File: src/rtl/wd_rst_stretcher_if.sv
// -----------------------------------------------------------------------------
// wd_rst_stretcher_if
//
// Purpose:
//   Bundles the watchdog-fail inputs, the pulse configuration and the reset /
//   status outputs of wd_rst_stretcher into one interface. Clock and reset stay
//   plain ports on the design so the interface carries only functional signals.
//
// Parameters:
//   WIDTH  width of RST_LMT, HOLDOFF and the internal down-counter
//   N_CH   number of watchdog-fail channels
//   CNT_W  width of the saturating fail-event counter
//
// Signals:
//   WDFAIL    [N_CH]   per-channel watchdog fail level
//   CH_EN     [N_CH]   per-channel monitor enable (1 = monitored)
//   RST_LMT   [WIDTH]  reset pulse length in cycles, taken at load
//   HOLDOFF   [WIDTH]  post-pulse ignore window in cycles, taken at load
//   RETRIG    [1]      accepted fail during the pulse reloads the pulse counter
//   RSTOUT    [1]      registered reset pulse
//   BUSY      [1]      high while the pulse or hold-off window is running
//   FAIL_SRC  [N_CH]   channels that started or extended the current/last pulse
//   FAIL_CNT  [CNT_W]  accepted fail events, saturating
//   LMT_ERR   [1]      sticky: a fail rise arrived while RST_LMT was zero
//
// Modports:
//   master  drives the inputs, observes the outputs (watchdog / system side)
//   slave   the stretcher itself
// -----------------------------------------------------------------------------
interface wd_rst_stretcher_if #(
   parameter int unsigned WIDTH = 16,
   parameter int unsigned N_CH  = 4,
   parameter int unsigned CNT_W = 8
);

   logic [N_CH-1:0]  WDFAIL;
   logic [N_CH-1:0]  CH_EN;
   logic [WIDTH-1:0] RST_LMT;
   logic [WIDTH-1:0] HOLDOFF;
   logic             RETRIG;
   logic             RSTOUT;
   logic             BUSY;
   logic [N_CH-1:0]  FAIL_SRC;
   logic [CNT_W-1:0] FAIL_CNT;
   logic             LMT_ERR;

   modport master (
      output WDFAIL,
      output CH_EN,
      output RST_LMT,
      output HOLDOFF,
      output RETRIG,
      input  RSTOUT,
      input  BUSY,
      input  FAIL_SRC,
      input  FAIL_CNT,
      input  LMT_ERR
   );

   modport slave (
      input  WDFAIL,
      input  CH_EN,
      input  RST_LMT,
      input  HOLDOFF,
      input  RETRIG,
      output RSTOUT,
      output BUSY,
      output FAIL_SRC,
      output FAIL_CNT,
      output LMT_ERR
   );

endinterface

File: src/rtl/wd_rst_stretcher.sv
// -----------------------------------------------------------------------------
// wd_rst_stretcher
//
// Purpose:
//   Multi-channel watchdog reset generator. Each enabled watchdog-fail line is
//   edge detected; an accepted rise starts a reset pulse of RST_LMT cycles,
//   followed by an optional HOLDOFF window during which new rises are ignored.
//   With RETRIG set, a rise during the pulse reloads the pulse counter. The
//   channels that caused the pulse and a saturating event count are recorded.
//
// Ports:
//   CLK   system clock, everything on the rising edge
//   RST   synchronous active-high reset
//   bus   wd_rst_stretcher_if.slave
//           in : WDFAIL, CH_EN, RST_LMT, HOLDOFF, RETRIG
//           out: RSTOUT, BUSY, FAIL_SRC, FAIL_CNT, LMT_ERR (all registered)
//
// Timing:
//   The rise is sampled on edge E0; RSTOUT is high after E0 for exactly
//   RST_LMT cycles. With HOLDOFF = H != 0, BUSY stays high for H more cycles
//   after RSTOUT falls. A rise sampled on the first edge after BUSY falls is
//   accepted again.
// -----------------------------------------------------------------------------
module wd_rst_stretcher #(
   parameter int unsigned WIDTH = 16,
   parameter int unsigned N_CH  = 4,
   parameter int unsigned CNT_W = 8
) (
   input logic             CLK,
   input logic             RST,
   wd_rst_stretcher_if.slave bus
);

   typedef enum logic [1:0] {
      StIdle,
      StActive,
      StHold
   } state_e;

   state_e           state_q, state_d;
   logic [WIDTH-1:0] cnt_q, cnt_d;
   logic [N_CH-1:0]  prev_q;
   logic             rstout_q, rstout_d;
   logic             busy_q, busy_d;
   logic [N_CH-1:0]  src_q, src_d;
   logic [CNT_W-1:0] fcnt_q, fcnt_d;
   logic             lmt_err_q, lmt_err_d;

   logic [N_CH-1:0]  masked;
   logic [N_CH-1:0]  rise;
   logic             trig;
   logic             lmt_zero;
   logic             hold_zero;
   logic             cnt_last;
   logic [CNT_W-1:0] fcnt_inc;

   // Edge detection runs in every state, so a level that stays high through
   // the pulse or hold-off does not fire again when the FSM returns to idle.
   assign masked    = bus.WDFAIL & bus.CH_EN;
   assign rise      = masked & ~prev_q;
   assign trig      = |rise;

   assign lmt_zero  = (bus.RST_LMT == '0);
   assign hold_zero = (bus.HOLDOFF == '0);
   assign cnt_last  = (cnt_q == WIDTH'(1));

   // Saturating increment: stick at all-ones instead of wrapping.
   assign fcnt_inc  = (fcnt_q == '1) ? fcnt_q : fcnt_q + CNT_W'(1);

   always_comb begin
      state_d   = state_q;
      cnt_d     = cnt_q;
      rstout_d  = rstout_q;
      src_d     = src_q;
      fcnt_d    = fcnt_q;
      lmt_err_d = lmt_err_q;

      unique case (state_q)
         StIdle: begin
            rstout_d = 1'b0;
            if (trig) begin
               if (!lmt_zero) begin
                  state_d  = StActive;
                  cnt_d    = bus.RST_LMT;
                  rstout_d = 1'b1;
                  src_d    = rise;
                  fcnt_d   = fcnt_inc;
               end else begin
                  lmt_err_d = 1'b1;
               end
            end
         end

         StActive: begin
            if (bus.RETRIG && trig && !lmt_zero) begin
               // Retrigger wins over the end-of-pulse check, even at cnt == 1.
               cnt_d    = bus.RST_LMT;
               rstout_d = 1'b1;
               src_d    = src_q | rise;
               fcnt_d   = fcnt_inc;
            end else begin
               // A retrigger attempt with a zero limit is flagged, then the
               // pulse carries on as if nothing happened.
               if (bus.RETRIG && trig) begin
                  lmt_err_d = 1'b1;
               end
               if (cnt_last) begin
                  rstout_d = 1'b0;
                  if (!hold_zero) begin
                     state_d = StHold;
                     cnt_d   = bus.HOLDOFF;
                  end else begin
                     state_d = StIdle;
                     cnt_d   = '0;
                  end
               end else begin
                  cnt_d = cnt_q - WIDTH'(1);
               end
            end
         end

         StHold: begin
            rstout_d = 1'b0;
            if (cnt_last) begin
               state_d = StIdle;
               cnt_d   = '0;
            end else begin
               cnt_d = cnt_q - WIDTH'(1);
            end
         end

         default: begin
            state_d  = StIdle;
            cnt_d    = '0;
            rstout_d = 1'b0;
         end
      endcase

      // Registered alongside state so BUSY lines up with the FSM.
      busy_d = (state_d != StIdle);
   end

   always_ff @(posedge CLK) begin
      if (RST) begin
         state_q   <= StIdle;
         cnt_q     <= '0;
         prev_q    <= '0;
         rstout_q  <= 1'b0;
         busy_q    <= 1'b0;
         src_q     <= '0;
         fcnt_q    <= '0;
         lmt_err_q <= 1'b0;
      end else begin
         state_q   <= state_d;
         cnt_q     <= cnt_d;
         prev_q    <= masked;
         rstout_q  <= rstout_d;
         busy_q    <= busy_d;
         src_q     <= src_d;
         fcnt_q    <= fcnt_d;
         lmt_err_q <= lmt_err_d;
      end
   end

   assign bus.RSTOUT   = rstout_q;
   assign bus.BUSY     = busy_q;
   assign bus.FAIL_SRC = src_q;
   assign bus.FAIL_CNT = fcnt_q;
   assign bus.LMT_ERR  = lmt_err_q;

endmodule

File: src/flat_wrapper.sv
// flat-port wrapper written by rule: the top's interface ports become plain ports
module wd_rst_stretcher_flat 
#(
   parameter int unsigned WIDTH = 16,
   parameter int unsigned N_CH  = 4,
   parameter int unsigned CNT_W = 8
)
  (CLK, RST, bus_WDFAIL, bus_CH_EN, bus_RST_LMT, bus_HOLDOFF, bus_RETRIG, bus_RSTOUT, bus_BUSY, bus_FAIL_SRC, bus_FAIL_CNT, bus_LMT_ERR);
  wd_rst_stretcher_if #(.WIDTH(WIDTH), .N_CH(N_CH), .CNT_W(CNT_W)) bus_i ();
  input logic CLK;
  input logic RST;
  input wire logic [$bits(bus_i.WDFAIL)-1:0] bus_WDFAIL;
  input wire logic [$bits(bus_i.CH_EN)-1:0] bus_CH_EN;
  input wire logic [$bits(bus_i.RST_LMT)-1:0] bus_RST_LMT;
  input wire logic [$bits(bus_i.HOLDOFF)-1:0] bus_HOLDOFF;
  input wire logic [$bits(bus_i.RETRIG)-1:0] bus_RETRIG;
  output wire logic [$bits(bus_i.RSTOUT)-1:0] bus_RSTOUT;
  output wire logic [$bits(bus_i.BUSY)-1:0] bus_BUSY;
  output wire logic [$bits(bus_i.FAIL_SRC)-1:0] bus_FAIL_SRC;
  output wire logic [$bits(bus_i.FAIL_CNT)-1:0] bus_FAIL_CNT;
  output wire logic [$bits(bus_i.LMT_ERR)-1:0] bus_LMT_ERR;
  assign bus_i.WDFAIL = bus_WDFAIL;
  assign bus_i.CH_EN = bus_CH_EN;
  assign bus_i.RST_LMT = bus_RST_LMT;
  assign bus_i.HOLDOFF = bus_HOLDOFF;
  assign bus_i.RETRIG = bus_RETRIG;
  assign bus_RSTOUT = bus_i.RSTOUT;
  assign bus_BUSY = bus_i.BUSY;
  assign bus_FAIL_SRC = bus_i.FAIL_SRC;
  assign bus_FAIL_CNT = bus_i.FAIL_CNT;
  assign bus_LMT_ERR = bus_i.LMT_ERR;
  wd_rst_stretcher #(.WIDTH(WIDTH), .N_CH(N_CH), .CNT_W(CNT_W)) u_core (.CLK(CLK), .RST(RST), .bus(bus_i));
endmodule
File: config.mk
export PLATFORM = sky130hd
export DESIGN_NAME = wd_rst_stretcher_flat
export DESIGN_NICKNAME = d
export VERILOG_FILES = /design/src/rtl/wd_rst_stretcher_if.sv /design/src/rtl/wd_rst_stretcher.sv /design/src/flat_wrapper.sv
export SDC_FILE = /design/constraint.sdc
export NUM_CORES = 1
export LEC_CHECK = 0
export ABC_CLOCK_PERIOD_IN_PS = 2300
export BUFFER_PORTS_ARGS = -buffer_cell sky130_fd_sc_hd__buf_2
export CAP_MARGIN = 0
export CORE_UTILIZATION = 25
export DETAILED_ROUTE_END_ITERATION = 6
export GPL_TIMING_DRIVEN = 0
export SLEW_MARGIN = 20
export SYNTH_ARGS = -nofsm -noshare
export SYNTH_HDL_FRONTEND = slang
export SYNTH_SLANG_ARGS = --single-unit
File: constraint.sdc
create_clock -name CLK -period 2.3 [get_ports CLK]
set_input_delay 0 -clock CLK [delete_from_list [all_inputs] [get_ports CLK]]
set_output_delay 0 -clock CLK [all_outputs]
set_load 0.1 [all_outputs]
==> metrics.yaml <==
logic_synthesis:
  synthAdderAreaFrac_pct: 1.55
  syn-cell-area_um2: 2420
  ys_seq_area_share_pct: 30.6
  synth-compound-area-share_pct: 25.5
  syn_avg_cell_area_um2: 7.81
  synthSimpleGateAreaFrac_pct: 30.9
  synth-edff-count: 0
  yosys_most_used_dff: "dfxtp_1"
  syn_nets: 356
  ys_seq_elements: 37
  yosysMostFrequentCell: "dfxtp_1"
  synth_area_leaders: "dfxtp_1 31%, o21ai_0 4.1%, a22oi_1 4.0%, nand2_1 4.0%, nor2_1 4.0%"
  synth_top_area_share_pct: 30.6
  ys_warn_count: 0
  async_flop_share_pct: 0
  synth_xor_area_share_pct: 6.15
  synth_top_area_cell: "dfxtp_1"
  synthesis.instances: 310
  synth_commonest_cells: "37 x dfxtp_1, 26 x nand2_1, 26 x nor2_1, 20 x o21ai_0, 17 x nand3_1"
  yosysUniqueCellTypes: 53
  muxShareOfSynthArea_pct: 0.413
  synth_top_family_by_area: "simple AND/OR/NAND/NOR gates"
critical_path:
  crit_type: "input pin to flip-flop"
  crit_path_cell_trace: "dlygate4sd3_1, buf_2, and3b_1, or4_4, buf_6, a311oi_4, buf_6, buf_6, a22oi_1, o221ai_2"
  ff2ff_path_depth: 7
  cp-endpoint: "u_core.cnt_q[0]"
  endpoint_kind: "flip-flop"
  critical_path_arrival_ns: 2.45
  worstPathMaxFanout: 10
  worst_path_max_delay_cell: "or4_4"
  cp-start-kind: "input pin"
  cp.required_ns: 2.52
  ff2ff_setup_slack_ns: 0.10
  path_common_cell: "buf_6"
  max_stage_delay_ns: 0.55
  r2r-start: "u_core.cnt_q[4]"
  rr_endpoint: "u_core.cnt_q[0]"
  worstSetupStartpoint: "bus_CH_EN[3]"
global_route:
  grt_max_degree: 13
  antenna_found_initial: 0
  grt_pass1_vias: 2689
  grt_use_met1_pct: 24.3
  use_met2_pct: 29.3
  grt_util_met3_pct: 3.83
  grt_overflow: 0
  grt_pass1_wl_um: 14200
  busiest_layer: "met2"
  grt_use_total_pct: 18.4
final_layout:
  nFillCells: 1000
  seqCellArea_um2: 743
  num_antenna_cells: 0
  final_layout_size_suffix_gt1_share_pct: 23.2
  num-nets-final: 438
  area_growth_pct: 33.1
  design_area_um2: 3220
  multi_input_area_um2: 1620
hold_path:
  hp-class: "input pin to flip-flop"
place:
  portBuffers: 57
  place.gp.congestion: 0.932
  dpl.hpwl_um: 6680
  place_area_um2: 2870
clock_network:
  cts.sinks: 37
  clockBufferDepth: 2
  clock_latency_ns: 0.30
  clk_pin_slew_ns: 0.09
  cts_tree: "done"
  numCtsBuffers: 5
  cts-root-buf: "clkbuf_8"
  htree_levels: 2
sta:
  worst_pin_slew_ns: 0.898
  fin_crit_sh_pct: 96.9
  setup_viol: 0
  worst_hold_slack_ns: 0.0109
  hold_viol: 0
  final.setup.tns_ns: 0
  period_minus_slack_ns: 2.23
  timing.fmax_ghz: 0.449
  finalMaxSlewViolations: 0
  clock_skew_ns: 0.00816
  slew_headroom_pct: 40.1
pwr:
  ir_worst_vdd_mv: 0.317
  leakagePower_nw: 1.28
  power_density_nw_per_um2: 667
floorplan:
  core_um2: 9330
  ios: 58
  die_h_um: 100
  die_area_um2: 10100
  rows: 35
  initial_core_util_pct: 26.0
  fp.dieW_um: 100
detailed_routing:
  viasPerCell: 5.50
  post_drt_wl_per_cell_um: 17.5
  wirelength_um: 9130
  vias: 2872
  ant_nets: 0
  drc_errors: 0
  drt-pass1-iter-count: 5
  drt-initial-drc-count: 316
outcome:
  status: "finished, final reports clean"
job:
  max_cap_violations: 0
worst min path at each step:
stage | to | cells past startpoint | startpoint
6_report | u_core.cnt_q[10] | 3 | bus_RST_LMT[10]
5_1_grt | u_core.cnt_q[11] | 3 | bus_RST_LMT[11]
4_1_cts | u_core.cnt_q[10] | 3 | bus_RST_LMT[10]
3_5_place_dp | u_core.prev_q[1] | 2 | bus_CH_EN[1]
3_3_place_gp | u_core.prev_q[3] | 2 | bus_CH_EN[3]
2_1_floorplan | u_core.cnt_q[14] | 2 | bus_HOLDOFF[14]
per-stage QoR:
| step | utilization, % | instances | total power, mW | worst slack (ns) |
|---|---|---|---|---|
| after floorplan | - | 310 | 1.27 | 0.0565 |
| after global placement | 30.8 | 496 | 1.47 | -0.116 |
| after detailed placement | 30.8 | 496 | 1.48 | -0.142 |
| after CTS | 33.5 | 517 | 2.12 | 0.00159 |
| after global routing | 34.6 | 522 | 2.26 | -0.000374 |
| final | 34.6 | 522 | 2.15 | 0.0713 |
critical path, delay by kind of cell:
kind | cells | cell delay (ns)
AO/OA/AOI/OAI | 3 | 0.55
buffers and inverters | 5 | 1.12
AND/OR/NAND/NOR | 2 | 0.77
layout make-up:
type	instances	share of cell area, %
tap	129	5.01
clock inverter	2	1.16
sequential	37	23.1
inverter	12	1.40
buffer	15	2.41
clock buffer	6	2.56
timing repair buffer	75	14.2
multi-input combinational	246	50.2
state kept, by name (all words and copies together), names as in the netlist:
register             cells
u_core.bus.FAIL_SRC      4
u_core.cnt_q            16
u_core.bus.FAIL_CNT      8
u_core.bus.BUSY          1
u_core.bus.RSTOUT        1
u_core.prev_q            4
u_core.state_q           2
u_core.bus.LMT_ERR       1
layer usage:
metal | up-vias | part of all wire, %
li1 | 1347 | -
met1 | 1338 | 43
met2 | 165 | 45
met3 | 22 | 9.4
met4 | 0 | 2.4
met5 | - | 0
what timing repair did:
item / CTS / global route
gates resized for setup: 1 / 13
endpoints found under the setup margin: 16 / 16
pin swaps: 1 / 1
buffers inserted: 0 / 5
endpoints found under the hold margin: 9 / 0
hold buffers: 13 / 0
cells in the final DEF, fill, tap and decap left out, drive strengths merged, types with 13 or more instances in the layout:
cell         instances
nand4               13
dfxtp               37
dlygate4sd3         13
nor4                14
clkbuf              17
nor2                26
a22oi               13
nand3               17
o21ai               21
buf                 66
nand2               26
report_power, final:
group	internal [mW]	total, mW	leakage, nW	switching, mW
registers	0.702	0.786	0.305	0.0838
clock network	0.353	0.617	0.0574	0.264
logic	0.266	0.748	0.915	0.482
logic make-up (layout without fill, tap and decap cells):
kind of cell / count (synthesis) / in the layout
flops: 37 / 37
mux: 1 / 1
compound gates: 88 / 88
simple gates: 137 / 137
xor+xnor: 17 / 17
buf+inv: 27 / 110
fa+ha+maj: 3 / 3
(Power assumes the default switching activity.)
